$ cat config.mk
export PLATFORM = sky130hd
export DESIGN_NAME = rom_load_arb_flat
export DESIGN_NICKNAME = d
export VERILOG_FILES = /design/src/rtl/rom_load_arb_if.sv /design/src/rtl/rom_load_arb.sv /design/src/flat_wrapper.sv
export SDC_FILE = /design/constraint.sdc
export NUM_CORES = 1
export LEC_CHECK = 0
export CAP_MARGIN = 10
export CORE_MARGIN = 3
export CORE_UTILIZATION = 54
export CTS_BUF_LIST = sky130_fd_sc_hd__clkbuf_8
export DETAILED_ROUTE_END_ITERATION = 8
export GPL_TIMING_DRIVEN = 0
export PLACE_DENSITY = 0.88
export RECOVER_POWER = 25
export SYNTH_ARGS = -nofsm -noshare
export SYNTH_HDL_FRONTEND = slang
export SYNTH_SLANG_ARGS = --single-unit
export TNS_END_PERCENT = 20
$ cat constraint.sdc
create_clock -name clk -period 2.5 [get_ports clk]
set_clock_uncertainty 0.1 [all_clocks]
set_input_delay 0.25 -clock clk [delete_from_list [all_inputs] [get_ports clk]]
set_output_delay 0.25 -clock clk [all_outputs]
set_load 0.05 [all_outputs]
$ cat src/rtl/rom_load_arb_if.sv
// rom_load_arb_if
//   Word-wide request/acknowledge memory bus used on both sides of the
//   ROM-load arbiter: the core requester (arbiter is the slave) and the
//   external memory port (arbiter is the master).
//   req   : request, held by the master until ack
//   we    : write enable
//   addr  : word address, ADDR_W bits
//   wdata : write data, 16 bits
//   be    : byte enables, 2 bits
//   ack   : one-cycle completion pulse from the slave
//   rdata : read data, valid with ack
interface rom_load_arb_if #(
   parameter int ADDR_W = 22
);
   logic              req;
   logic              we;
   logic [ADDR_W-1:0] addr;
   logic [15:0]       wdata;
   logic [1:0]        be;
   logic              ack;
   logic [15:0]       rdata;

   modport master (output req, we, addr, wdata, be, input  ack, rdata);
   modport slave  (input  req, we, addr, wdata, be, output ack, rdata);
endinterface

$ cat src/rtl/rom_load_arb.sv
// rom_load_arb
//   Shares one external memory port between the SPI ROM-load byte stream and
//   the emulated core. ROM bytes are packed little-endian into 16-bit words,
//   queued in a small FIFO and written to sequential addresses starting at
//   BASE_ADDR. The loader has priority; the core is held off while a load
//   session is active or still draining.
// Ports:
//   clk, reset     : clock, synchronous active-high reset
//   rom_loading    : load session active (level)
//   rom_do         : ROM byte, valid with rom_do_valid strobe
//   core_bus       : core requester (slave side of the bus)
//   mem_bus        : external memory port (master side of the bus)
//   load_busy      : session active or data still draining
//   load_done      : one-cycle pulse when a session has fully drained
//   load_overflow  : sticky, a packed word was dropped because the FIFO was full
//   load_words     : words written in the current/last session
module rom_load_arb #(
   parameter int                ADDR_W     = 22,
   parameter logic [ADDR_W-1:0] BASE_ADDR  = {ADDR_W{1'b0}},
   parameter int                FIFO_DEPTH = 4
) (
   input  logic              clk,
   input  logic              reset,
   input  logic              rom_loading,
   input  logic [7:0]        rom_do,
   input  logic              rom_do_valid,
   rom_load_arb_if.slave     core_bus,
   rom_load_arb_if.master    mem_bus,
   output logic              load_busy,
   output logic              load_done,
   output logic              load_overflow,
   output logic [ADDR_W-1:0] load_words
);
   localparam int                PTR_W    = $clog2(FIFO_DEPTH);
   localparam logic [PTR_W:0]    FULL_CNT = (PTR_W+1)'(FIFO_DEPTH);
   localparam logic [PTR_W:0]    CNT_ONE  = (PTR_W+1)'(1);
   localparam logic [PTR_W-1:0]  PTR_ONE  = PTR_W'(1);
   localparam logic [ADDR_W-1:0] ADDR_ONE = ADDR_W'(1);

   typedef enum logic [1:0] {
      ST_IDLE     = 2'd0,
      ST_LOAD_WR  = 2'd1,
      ST_CORE_ACC = 2'd2
   } state_t;

   state_t            state_r, state_nx_s;
   logic              start_load_s, start_core_s;

   logic              loading_q_r;
   logic              phase_odd_r;
   logic [7:0]        low_byte_r;
   logic [ADDR_W-1:0] wr_addr_r;
   logic [ADDR_W-1:0] words_r;
   logic              overflow_r;
   logic              busy_r;
   logic              done_r;

   // FIFO entry layout: {be[1:0], data[15:0]}
   logic [17:0]       fifo_mem_r [FIFO_DEPTH];
   logic [PTR_W-1:0]  wr_ptr_r, rd_ptr_r;
   logic [PTR_W:0]    fifo_cnt_r;
   logic [17:0]       fifo_head_s;

   logic              mem_req_r, mem_we_r;
   logic [ADDR_W-1:0] mem_addr_r;
   logic [15:0]       mem_wdata_r;
   logic [1:0]        mem_be_r;
   logic              core_ack_r;
   logic [15:0]       core_rdata_r;

   logic              rise_s, fall_s, byte_s, pair_s, flush_s, push_s;
   logic              fifo_empty_s, fifo_full_s, pop_s, push_ok_s, drop_s;
   logic              busy_s;
   logic [17:0]       push_data_s;

   // Session edges, word packing, FIFO push/pop qualification and busy term
   always_comb begin
      rise_s       = rom_loading & ~loading_q_r;
      fall_s       = ~rom_loading & loading_q_r;
      byte_s       = rom_loading & rom_do_valid;
      // A byte arriving on the session's first cycle always starts a new word
      pair_s       = byte_s & phase_odd_r & ~rise_s;
      flush_s      = fall_s & phase_odd_r;
      push_s       = pair_s | flush_s;
      fifo_empty_s = (fifo_cnt_r == {(PTR_W+1){1'b0}});
      fifo_full_s  = (fifo_cnt_r == FULL_CNT);
      fifo_head_s  = fifo_mem_r[rd_ptr_r];
      pop_s        = (state_r == ST_LOAD_WR) & mem_bus.ack;
      // A pop in the same cycle frees the slot, so a push into a full FIFO still lands
      push_ok_s    = push_s & (~fifo_full_s | pop_s);
      drop_s       = push_s & fifo_full_s & ~pop_s;
      busy_s       = rom_loading | ~fifo_empty_s | (state_r == ST_LOAD_WR) | flush_s;
      if (flush_s) begin
         push_data_s = {2'b01, 8'h00, low_byte_r};
      end else begin
         push_data_s = {2'b11, rom_do, low_byte_r};
      end
   end

   // Byte phase tracking and even-byte holding register
   always_ff @(posedge clk) begin
      if (reset) begin
         phase_odd_r <= 1'b0;
         low_byte_r  <= 8'h00;
      end else if (byte_s) begin
         if (phase_odd_r & ~rise_s) begin
            phase_odd_r <= 1'b0;
         end else begin
            low_byte_r  <= rom_do;
            phase_odd_r <= 1'b1;
         end
      end else if (rise_s | flush_s) begin
         phase_odd_r <= 1'b0;
      end
   end

   // Session bookkeeping: write address, word count, sticky overflow
   always_ff @(posedge clk) begin
      if (reset) begin
         loading_q_r <= 1'b0;
         wr_addr_r   <= BASE_ADDR;
         words_r     <= {ADDR_W{1'b0}};
         overflow_r  <= 1'b0;
      end else begin
         loading_q_r <= rom_loading;
         if (rise_s) begin
            wr_addr_r <= BASE_ADDR;
            words_r   <= {ADDR_W{1'b0}};
         end else if (pop_s) begin
            wr_addr_r <= wr_addr_r + ADDR_ONE;
            words_r   <= words_r + ADDR_ONE;
         end
         if (rise_s) begin
            overflow_r <= 1'b0;
         end else if (drop_s) begin
            overflow_r <= 1'b1;
         end
      end
   end

   // Registered busy flag and drain-complete pulse
   always_ff @(posedge clk) begin
      if (reset) begin
         busy_r <= 1'b0;
         done_r <= 1'b0;
      end else begin
         busy_r <= busy_s;
         done_r <= busy_r & ~busy_s;
      end
   end

   // FIFO storage (contents need no reset, pointers define validity)
   always_ff @(posedge clk) begin
      if (push_ok_s) begin
         fifo_mem_r[wr_ptr_r] <= push_data_s;
      end
   end

   // FIFO pointers and occupancy
   always_ff @(posedge clk) begin
      if (reset) begin
         wr_ptr_r   <= {PTR_W{1'b0}};
         rd_ptr_r   <= {PTR_W{1'b0}};
         fifo_cnt_r <= {(PTR_W+1){1'b0}};
      end else begin
         if (push_ok_s) begin
            wr_ptr_r <= wr_ptr_r + PTR_ONE;
         end
         if (pop_s) begin
            rd_ptr_r <= rd_ptr_r + PTR_ONE;
         end
         case ({push_ok_s, pop_s})
            2'b10:   fifo_cnt_r <= fifo_cnt_r + CNT_ONE;
            2'b01:   fifo_cnt_r <= fifo_cnt_r - CNT_ONE;
            default: fifo_cnt_r <= fifo_cnt_r;
         endcase
      end
   end

   // Arbiter state register
   always_ff @(posedge clk) begin
      if (reset) begin
         state_r <= ST_IDLE;
      end else begin
         state_r <= state_nx_s;
      end
   end

   // Arbiter next state: loader first, core only once loading has fully drained
   always_comb begin
      state_nx_s   = state_r;
      start_load_s = 1'b0;
      start_core_s = 1'b0;
      case (state_r)
         ST_IDLE: begin
            if (!fifo_empty_s) begin
               state_nx_s   = ST_LOAD_WR;
               start_load_s = 1'b1;
            // core_req is still high in the cycle its ack is presented; that
            // request is already served and must not start a second access
            end else if (core_bus.req && !busy_s && !core_ack_r) begin
               state_nx_s   = ST_CORE_ACC;
               start_core_s = 1'b1;
            end else begin
               state_nx_s = ST_IDLE;
            end
         end
         ST_LOAD_WR, ST_CORE_ACC: begin
            if (mem_bus.ack) begin
               state_nx_s = ST_IDLE;
            end else begin
               state_nx_s = state_r;
            end
         end
         default: begin
            state_nx_s = ST_IDLE;
         end
      endcase
   end

   // Memory port registers, loaded on leaving IDLE and released on ack
   always_ff @(posedge clk) begin
      if (reset) begin
         mem_req_r   <= 1'b0;
         mem_we_r    <= 1'b0;
         mem_addr_r  <= {ADDR_W{1'b0}};
         mem_wdata_r <= 16'h0000;
         mem_be_r    <= 2'b00;
      end else if (start_load_s) begin
         mem_req_r   <= 1'b1;
         mem_we_r    <= 1'b1;
         mem_addr_r  <= wr_addr_r;
         mem_wdata_r <= fifo_head_s[15:0];
         mem_be_r    <= fifo_head_s[17:16];
      end else if (start_core_s) begin
         mem_req_r   <= 1'b1;
         mem_we_r    <= core_bus.we;
         mem_addr_r  <= core_bus.addr;
         mem_wdata_r <= core_bus.wdata;
         mem_be_r    <= core_bus.be;
      end else if ((state_r != ST_IDLE) && mem_bus.ack) begin
         mem_req_r <= 1'b0;
      end
   end

   // Core completion: ack pulse and read data capture
   always_ff @(posedge clk) begin
      if (reset) begin
         core_ack_r   <= 1'b0;
         core_rdata_r <= 16'h0000;
      end else begin
         core_ack_r <= (state_r == ST_CORE_ACC) & mem_bus.ack;
         if ((state_r == ST_CORE_ACC) && mem_bus.ack && !mem_we_r) begin
            core_rdata_r <= mem_bus.rdata;
         end
      end
   end

   assign mem_bus.req    = mem_req_r;
   assign mem_bus.we     = mem_we_r;
   assign mem_bus.addr   = mem_addr_r;
   assign mem_bus.wdata  = mem_wdata_r;
   assign mem_bus.be     = mem_be_r;
   assign core_bus.ack   = core_ack_r;
   assign core_bus.rdata = core_rdata_r;
   assign load_busy      = busy_r;
   assign load_done      = done_r;
   assign load_overflow  = overflow_r;
   assign load_words     = words_r;
endmodule

$ cat src/flat_wrapper.sv
// flat-port wrapper written by rule: the top's interface ports become plain ports
module rom_load_arb_flat 
#(
   parameter int                ADDR_W     = 22,
   parameter logic [ADDR_W-1:0] BASE_ADDR  = {ADDR_W{1'b0}},
   parameter int                FIFO_DEPTH = 4
)
  (clk, reset, rom_loading, rom_do, rom_do_valid, load_busy, load_done, load_overflow, load_words, core_bus_req, core_bus_we, core_bus_addr, core_bus_wdata, core_bus_be, core_bus_ack, core_bus_rdata, mem_bus_req, mem_bus_we, mem_bus_addr, mem_bus_wdata, mem_bus_be, mem_bus_ack, mem_bus_rdata);
  rom_load_arb_if #(.ADDR_W(ADDR_W)) core_bus_i ();
  rom_load_arb_if #(.ADDR_W(ADDR_W)) mem_bus_i ();
  input  logic clk;
  input  logic reset;
  input  logic rom_loading;
  input  logic [7:0] rom_do;
  input  logic rom_do_valid;
  output logic load_busy;
  output logic load_done;
  output logic load_overflow;
  output logic [ADDR_W-1:0] load_words;
  input wire logic [$bits(core_bus_i.req)-1:0] core_bus_req;
  input wire logic [$bits(core_bus_i.we)-1:0] core_bus_we;
  input wire logic [$bits(core_bus_i.addr)-1:0] core_bus_addr;
  input wire logic [$bits(core_bus_i.wdata)-1:0] core_bus_wdata;
  input wire logic [$bits(core_bus_i.be)-1:0] core_bus_be;
  output wire logic [$bits(core_bus_i.ack)-1:0] core_bus_ack;
  output wire logic [$bits(core_bus_i.rdata)-1:0] core_bus_rdata;
  output wire logic [$bits(mem_bus_i.req)-1:0] mem_bus_req;
  output wire logic [$bits(mem_bus_i.we)-1:0] mem_bus_we;
  output wire logic [$bits(mem_bus_i.addr)-1:0] mem_bus_addr;
  output wire logic [$bits(mem_bus_i.wdata)-1:0] mem_bus_wdata;
  output wire logic [$bits(mem_bus_i.be)-1:0] mem_bus_be;
  input wire logic [$bits(mem_bus_i.ack)-1:0] mem_bus_ack;
  input wire logic [$bits(mem_bus_i.rdata)-1:0] mem_bus_rdata;
  assign core_bus_i.req = core_bus_req;
  assign core_bus_i.we = core_bus_we;
  assign core_bus_i.addr = core_bus_addr;
  assign core_bus_i.wdata = core_bus_wdata;
  assign core_bus_i.be = core_bus_be;
  assign core_bus_ack = core_bus_i.ack;
  assign core_bus_rdata = core_bus_i.rdata;
  assign mem_bus_req = mem_bus_i.req;
  assign mem_bus_we = mem_bus_i.we;
  assign mem_bus_addr = mem_bus_i.addr;
  assign mem_bus_wdata = mem_bus_i.wdata;
  assign mem_bus_be = mem_bus_i.be;
  assign mem_bus_i.ack = mem_bus_ack;
  assign mem_bus_i.rdata = mem_bus_rdata;
  rom_load_arb #(.ADDR_W(ADDR_W), .BASE_ADDR(BASE_ADDR), .FIFO_DEPTH(FIFO_DEPTH)) u_core (.clk(clk), .reset(reset), .rom_loading(rom_loading), .rom_do(rom_do), .rom_do_valid(rom_do_valid), .core_bus(core_bus_i), .mem_bus(mem_bus_i), .load_busy(load_busy), .load_done(load_done), .load_overflow(load_overflow), .load_words(load_words));
endmodule
==> reports/metrics.cfg, run 1 <==
[run_status]
status=finished, final reports clean

[cts]
cts-root-buf=clkbuf_8
clock-sinks=195
insertion_delay_ns=0.48
clkTransAtPathRegs_ns=0.10
clockBufferDepth=2
cts_buffers=17
cts_tree=yes
htree_levels=4

[routing]
wirelength_um=18880
drtIter0Drc=608
viasPerCell=5.634
antenna_left=0
drc=0
avgRoutedWirePerCell_um=17.28
num_vias=6158
dr.pass1.iters=6

[sta]
relSlewSlack=0.4751
setup_viol=0
fin_setup_tns_ns=0
rsz0062_at_grt=no
finalWorstSetupSlack_ns=0.1549
tightest_slew_ns=0.7873
slew_viol_final=0
post-route-period-util=0.9380
fmax_ghz=0.4264
finalHoldViolCount=0
fin_crit_ns=2.345

[die]
core_region_area_mm2=0.01470
row_count=44
die_h_um=129.1
initial_core_util=0.5563
die_x_um=129.1
io_pins=155
dieArea_mm2=0.01665

[yosys]
synth_top_flop_cell=dfxtp_1
ys_seq_elements=195
netlist.area_leader.share=0.3109
async_reset_ff_frac=0
synthesis.area_per_instance_um2=11.32
ys_seq_area_frac=0.5607
synth_area_leader_cell=dfxtp_1
synthesis.area_mm2=0.008177
syn_nets=803
syn_inst=722
synth_cell_types=42
synth_edf_count=68
yosysWarnings=0
yosys-top-cells-area=dfxtp_1 (31%), edfxtp_1 (25%), mux2i_1 (5.4%)

[cells_and_area]
regArea_mm2=0.004584
nets=976
layout-drive-gt1-share=0.1134
multi_input_area_mm2=0.003364
synthToLayoutAreaGrowth_pct=26.98
nFillCells=1009
final_cell_count_no_fill=1093
design_area_mm2=0.01038

[hold_path]
hold_class=in2reg

[critical_path]
path_cells=inv_1, ha_4, nand2_1, buf_2, a21oi_4, inv_1, fa_1, mux2i_1, mux2_2
crit_fanout=10
cp-start-kind=flop
cp_common_cell=inv_1
max_stage_delay_ns=0.39
path_buf_inv=3
crit_slowest_cell=fa_1
end_kind=flop
crit_family=adder cells
crit_type=reg2reg
required_ns=2.78
worstPathArrival_ns=2.62

[placed_design]
dp_slack_ns=-0.5435
hpwl_um=13450
place.gp.congestion=0.8288
place_inst=1060
io_buffers=154
dpl_cell_area_mm2=0.009948

[global_route]
grt_usage=0.2299
overflow=0
grt_max_degree=20
grt_pass1_wl_um=30060
antenna_found_initial=1
first_global_vias=6045

[power_and_ir_drop]
finalPower_mw=6.539
power_density_mw_per_mm2=629.8
peakVddDrop_mv=0.5521
p_leak_nw=3.417

[job]
drv_cap=0

## worst reg2reg max path, delay by kind of cell (launching register included)
kind,cells,cell delay (ns)
fa+ha+maj,2,0.58
mux,2,0.56
buf+inv,3,0.41
flops,1,0.34
compound gates,1,0.18
simple gates,1,0.09
## power breakdown
part	internal (mW)	switching (mW)	total (mW)
Clock	0.832	1.20	2.03
Sequential	3.38	0.0589	3.44
Combinational	0.427	0.641	1.07
Total	4.64	1.90	6.54
## flip-flops by register name (all words and copies together) (netlist names), named ones only
signal,count
u_core.mem_bus.wdata,16
u_core.low_byte_r,8
u_core.wr_ptr_r,2
u_core.rd_ptr_r,2
u_core.fifo_cnt_r,3
u_core.core_bus.ack,1
u_core.state_r,2
u_core.mem_bus.req,1
u_core.mem_bus.be,2
u_core.mem_bus.we,1
u_core.load_done,1
u_core.load_overflow,1
u_core.fifo_mem_r,68
u_core.core_bus.rdata,16
u_core.wr_addr_r,22
u_core.phase_odd_r,1
u_core.load_words,22
u_core.mem_bus.addr,22
u_core.loading_q_r,1
u_core.load_busy,1
## layer usage
layer / global-route usage / wire length (um) / up-vias
li1: - / - / 2948
met1: 0.2998 / 8047 / 2932
met2: 0.3808 / 9169 / 234
met3: 0.05812 / 1243 / 44
met4: 0.07165 / 423 / 0
met5: 0 / 0 / -
## kinds of logic after synthesis
family,count (synthesis),synth area share
simple gates,248,0.1486
flops,195,0.5607
mux,62,0.1021
fa+ha+maj,10,0.01622
xor+xnor,26,0.02785
compound gates,121,0.1126
buf+inv,60,0.03198
## final timing paths
path                                 start                  endpoint  slack (ns)  cells after the start
setup reg to reg         u_core.state_r[1]      u_core.fifo_cnt_r[2]        0.15                      9
hold / removal            mem_bus_rdata[9]  u_core.core_bus.rdata[9]        0.21                      3
setup / recovery         u_core.state_r[1]      u_core.fifo_cnt_r[2]        0.15                      9
hold reg to reg   u_core.core_bus.rdata[2]  u_core.core_bus.rdata[2]        0.36                      2
## cell usage in the layout, fill, tap and decap left out, drive strengths merged, types with 12 or more instances in the layout
master,n
o21ai,12
clkdlybuf4s50,153
nand2,71
nand3,18
and2,17
buf,17
dfxtp,127
xnor2,12
inv,21
mux4,17
mux2i,44
nor2,74
a211oi,41
clkbuf,48
edfxtp,68
xor2,14
a21oi,50
## synthesized netlist by cell type, types with 9 or more instances
cell type  count
o31ai_1        9
o21ai_0       12
nor2_1        74
and2_1        17
and4_1         9
a211oi_2      33
nand2_1       71
mux4_2        17
or4_1          9
inv_1         12
nand4_1       11
nand3_1       18
dfxtp_1      127
xnor2_1       12
a21oi_1       50
edfxtp_1      68
clkbuf_1      32
ha_1           9
xor2_1        14
mux2i_1       44
## metrics by stage
stage | utilization | hold WS (ns)
finish | 0.7063 | 0.2060
global route | 0.7063 | 0.1839
CTS | 0.7046 | 0.1814
detailed placement | 0.6768 | 0.3457
global placement | 0.6768 | 0.3418
floorplan | - | 0.2782
## timing repair
action                                  in CTS  in global routing
gates resized for setup                      7                  4
buffers inserted                             0                  0
hold buffers                                 0                  0
endpoints found under the setup margin      70                 69
hold endpoints to repair                     0                  0
## layout make-up
cell class / count / share of cell area
Multi-Input combinational cell: 467 / 0.3241
Tap cell: 184 / 0.02217
Timing Repair Buffer: 154 / 0.1485
Buffer: 48 / 0.02097
Clock buffer: 17 / 0.02254
Sequential cell: 195 / 0.4416
Clock inverter: 15 / 0.01567
Inverter: 12 / 0.004338
Antenna cell: 1 / 0.0002410
Power figures use the tool's default switching activity.
==> inputs of run 2 (changes only) <==
--- a/config.mk
+++ b/config.mk
@@ -7,11 +7,11 @@
 export LEC_CHECK = 0
 export CAP_MARGIN = 10
 export CORE_MARGIN = 3
-export CORE_UTILIZATION = 54
+export CORE_UTILIZATION = 58
 export CTS_BUF_LIST = sky130_fd_sc_hd__clkbuf_8
 export DETAILED_ROUTE_END_ITERATION = 8
 export GPL_TIMING_DRIVEN = 0
-export PLACE_DENSITY = 0.88
+export PLACE_DENSITY = 0.94
 export RECOVER_POWER = 25
 export SYNTH_ARGS = -nofsm -noshare
 export SYNTH_HDL_FRONTEND = slang
==> constraint.sdc (replaced) <==
create_clock -name clk -period 2.85 [get_ports clk]
set_clock_uncertainty 0.1 [all_clocks]
set_input_delay 0.285 -clock clk [delete_from_list [all_inputs] [get_ports clk]]
set_output_delay 0.285 -clock clk [all_outputs]
set_load 0.05 [all_outputs]
==> run 2 against run 1 <==
Net effect:
- total power fell by 14%
- global-route usage grew 2.3 points
- non-clock buffer count did not move
- sequential share of layout area is 0.29 points higher
- final cell count fell by 0.73%
- worst hold slack gained 0.054 ns
- maximum frequency decreased by 9.3%
- largest cell class unchanged
==> reports/metrics.cfg, run 2 (synthesis results as in run 1) <==
[run_status]
status=finished, final reports clean  ; unchanged

[die]
row_count=42  ; was 44
dieArea_mm2=0.01556  ; was 0.01665 mm2
initial_core_util=0.6054  ; was 0.5563
die_x_um=124.7  ; was 129.1 um
die_h_um=124.7  ; was 129.1 um
io_pins=155  ; unchanged
core_region_area_mm2=0.01351  ; was 0.01470 mm2

[sta]
fmax_ghz=0.3866  ; was 0.4264 GHz
rsz0062_at_grt=no  ; unchanged
tightest_slew_ns=0.8209  ; was 0.7873 ns
relSlewSlack=0.4527  ; was 0.4751
finalHoldViolCount=0  ; unchanged
setup_viol=0  ; unchanged
fin_crit_ns=2.587  ; was 2.345 ns
post-route-period-util=0.9076  ; was 0.9380
fin_setup_tns_ns=0  ; unchanged
hold_ws_ns=0.2595  ; was 0.2060 ns
slew_viol_final=0  ; unchanged

[cts]
clkTransAtPathRegs_ns=0.09  ; was 0.10 ns
cts_buffers=17  ; unchanged
clockBufferDepth=2  ; unchanged
cts_hold_buf=0  ; unchanged
cts_tree=yes  ; unchanged
cts-root-buf=clkbuf_8  ; unchanged
htree_levels=4  ; unchanged
insertion_delay_ns=0.47  ; was 0.48 ns
clock-sinks=195  ; unchanged

[global_route]
first_global_vias=6225  ; was 6045
grt_usage=0.2529  ; was 0.2299
overflow=0  ; unchanged
antenna_found_initial=1  ; unchanged
grt_pass1_wl_um=31560  ; was 30060 um
grt_max_degree=18  ; was 20

[routing]
num_vias=6330  ; was 6158
dr.pass1.iters=5  ; was 6
avgRoutedWirePerCell_um=18.21  ; was 17.28 um
drc=0  ; unchanged
viasPerCell=5.834  ; was 5.634
drtIter0Drc=610  ; was 608
wirelength_um=19760  ; was 18880 um
antenna_left=0  ; unchanged

[placed_design]
hpwl_um=14090  ; was 13450 um
dpl_cell_area_mm2=0.009938  ; was 0.009948 mm2
place_inst=1052  ; was 1060
place.gp.congestion=0.8644  ; was 0.8288
io_buffers=154  ; unchanged

[job]
drv_cap=0  ; unchanged

[critical_path]
required_ns=3.11  ; was 2.78 ns
startpoint=u_core.state_r[1]  ; unchanged
end_kind=flop  ; unchanged
crit_fanout=10  ; unchanged
reg2reg_depth=9  ; unchanged
r2r-end=u_core.fifo_cnt_r[2]  ; unchanged
r2r-start=u_core.state_r[1]  ; unchanged
crit_type=reg2reg  ; unchanged
cp-start-kind=flop  ; unchanged
r2r_slack_ns=0.26  ; was 0.15 ns
worstPathArrival_ns=2.84  ; was 2.62 ns
cp-endpoint=u_core.fifo_cnt_r[2]  ; unchanged

[cells_and_area]
final_cell_count_no_fill=1085  ; was 1093
nets=976  ; unchanged
final_common_cell=clkdlybuf4s50_1  ; unchanged
max_flop_register=u_core.fifo_mem_r  ; unchanged
layout_common_cells=clkdlybuf4s50_1 (151), dfxtp_1 (127), nor2_1 (74)  ; was clkdlybuf4s50_1 (153), dfxtp_1 (127), nor2_1 (74)
layout-drive-gt1-share=0.1090  ; was 0.1134
design_area_mm2=0.01031  ; was 0.01038 mm2
largest_reg_flops=68  ; unchanged
synthToLayoutAreaGrowth_pct=26.14  ; was 26.98%

[hold_path]
hold_class=in2reg  ; unchanged

[power_and_ir_drop]
p_leak_nw=3.411  ; was 3.417 nW
peakVddDrop_mv=0.4600  ; was 0.5521 mV
power_density_mw_per_mm2=543.8  ; was 629.8 mW/mm2

==> run 2: changes by cell type in the layout (fill, tap and decap cells not counted), sizes merged <==
cell / previous run / this run
inv: 21 / 15
clkinv: 3 / 8
clkbuf: 48 / 50
clkdlybuf4s50: 153 / 151
dlygate4sd3: 1 / 3
buf: 17 / 16
==> run 2: timing repair <==
action | CTS | global route
setup buffers | 0 | 0
setup endpoints to repair | 0 | 69
gates resized for setup | 0 | 5
hold endpoints to repair | 0 | 0
==> run 2: cell type report <==
type / count / area (um2)
timing repair buffer: 154 / 1541
clock buffer: 18 / 247.7
clock inverter: 14 / 116.4
inverter: 12 / 45.04
antenna: 1 / 2.502
buffer: 48 / 216.5
multi-input combinational: 467 / 3339
sequential: 195 / 4584
fill: 851 / 3192
tap: 176 / 220.2
==> run 2: how the worst min path moves through the flow <==
stage	start	end	slack (ns)	depth (start not counted)
global route	mem_bus_rdata[14]	u_core.core_bus.rdata[14]	0.24	3
CTS	mem_bus_rdata[14]	u_core.core_bus.rdata[14]	0.23	3
finish	mem_bus_rdata[10]	u_core.core_bus.rdata[10]	0.26	3
detailed placement	u_core.core_bus.rdata[15]	u_core.core_bus.rdata[15]	0.35	2
global placement	u_core.core_bus.rdata[5]	u_core.core_bus.rdata[5]	0.34	2
floorplan	rom_loading	u_core.loading_q_r	0.31	1
==> run 2: report_power, final <==
group          internal, mW  total, mW  switching [mW]  leakage, nW
Sequential             2.97       3.02          0.0561         1.65
Clock                 0.708       1.64           0.936        0.191
Combinational         0.373      0.942           0.569         1.57
==> run 2: stage by stage <==
step	power, mW	util	setup slack (ns)
6_report	5.609	0.7637	0.2633
2_1_floorplan	3.669	-	0.5754
3_5_place_dp	4.022	0.7359	-0.2697
5_1_grt	5.780	0.7637	0.1335
3_3_place_gp	3.999	0.7359	-0.1976
4_1_cts	5.625	0.7628	0.01168
==> run 2: worst max-delay path: stages, from the launching register on <==
cell and delay (ns):
dfxtp_1 0.33, inv_1 0.08, ha_1 0.32, nand2_1 0.12, clkbuf_1 0.28, a21oi_2 0.27
inv_1 0.08, fa_1 0.37, mux2i_1 0.17, mux2_2 0.34
==> run 2: metal layers <==
metal	wire length, um	share of wire	global-route usage
met5	0	0	0
met4	612	0.031	0.1083
met3	1563	0.079	0.06175
met2	9810	0.50	0.4323
met1	7774	0.39	0.3050
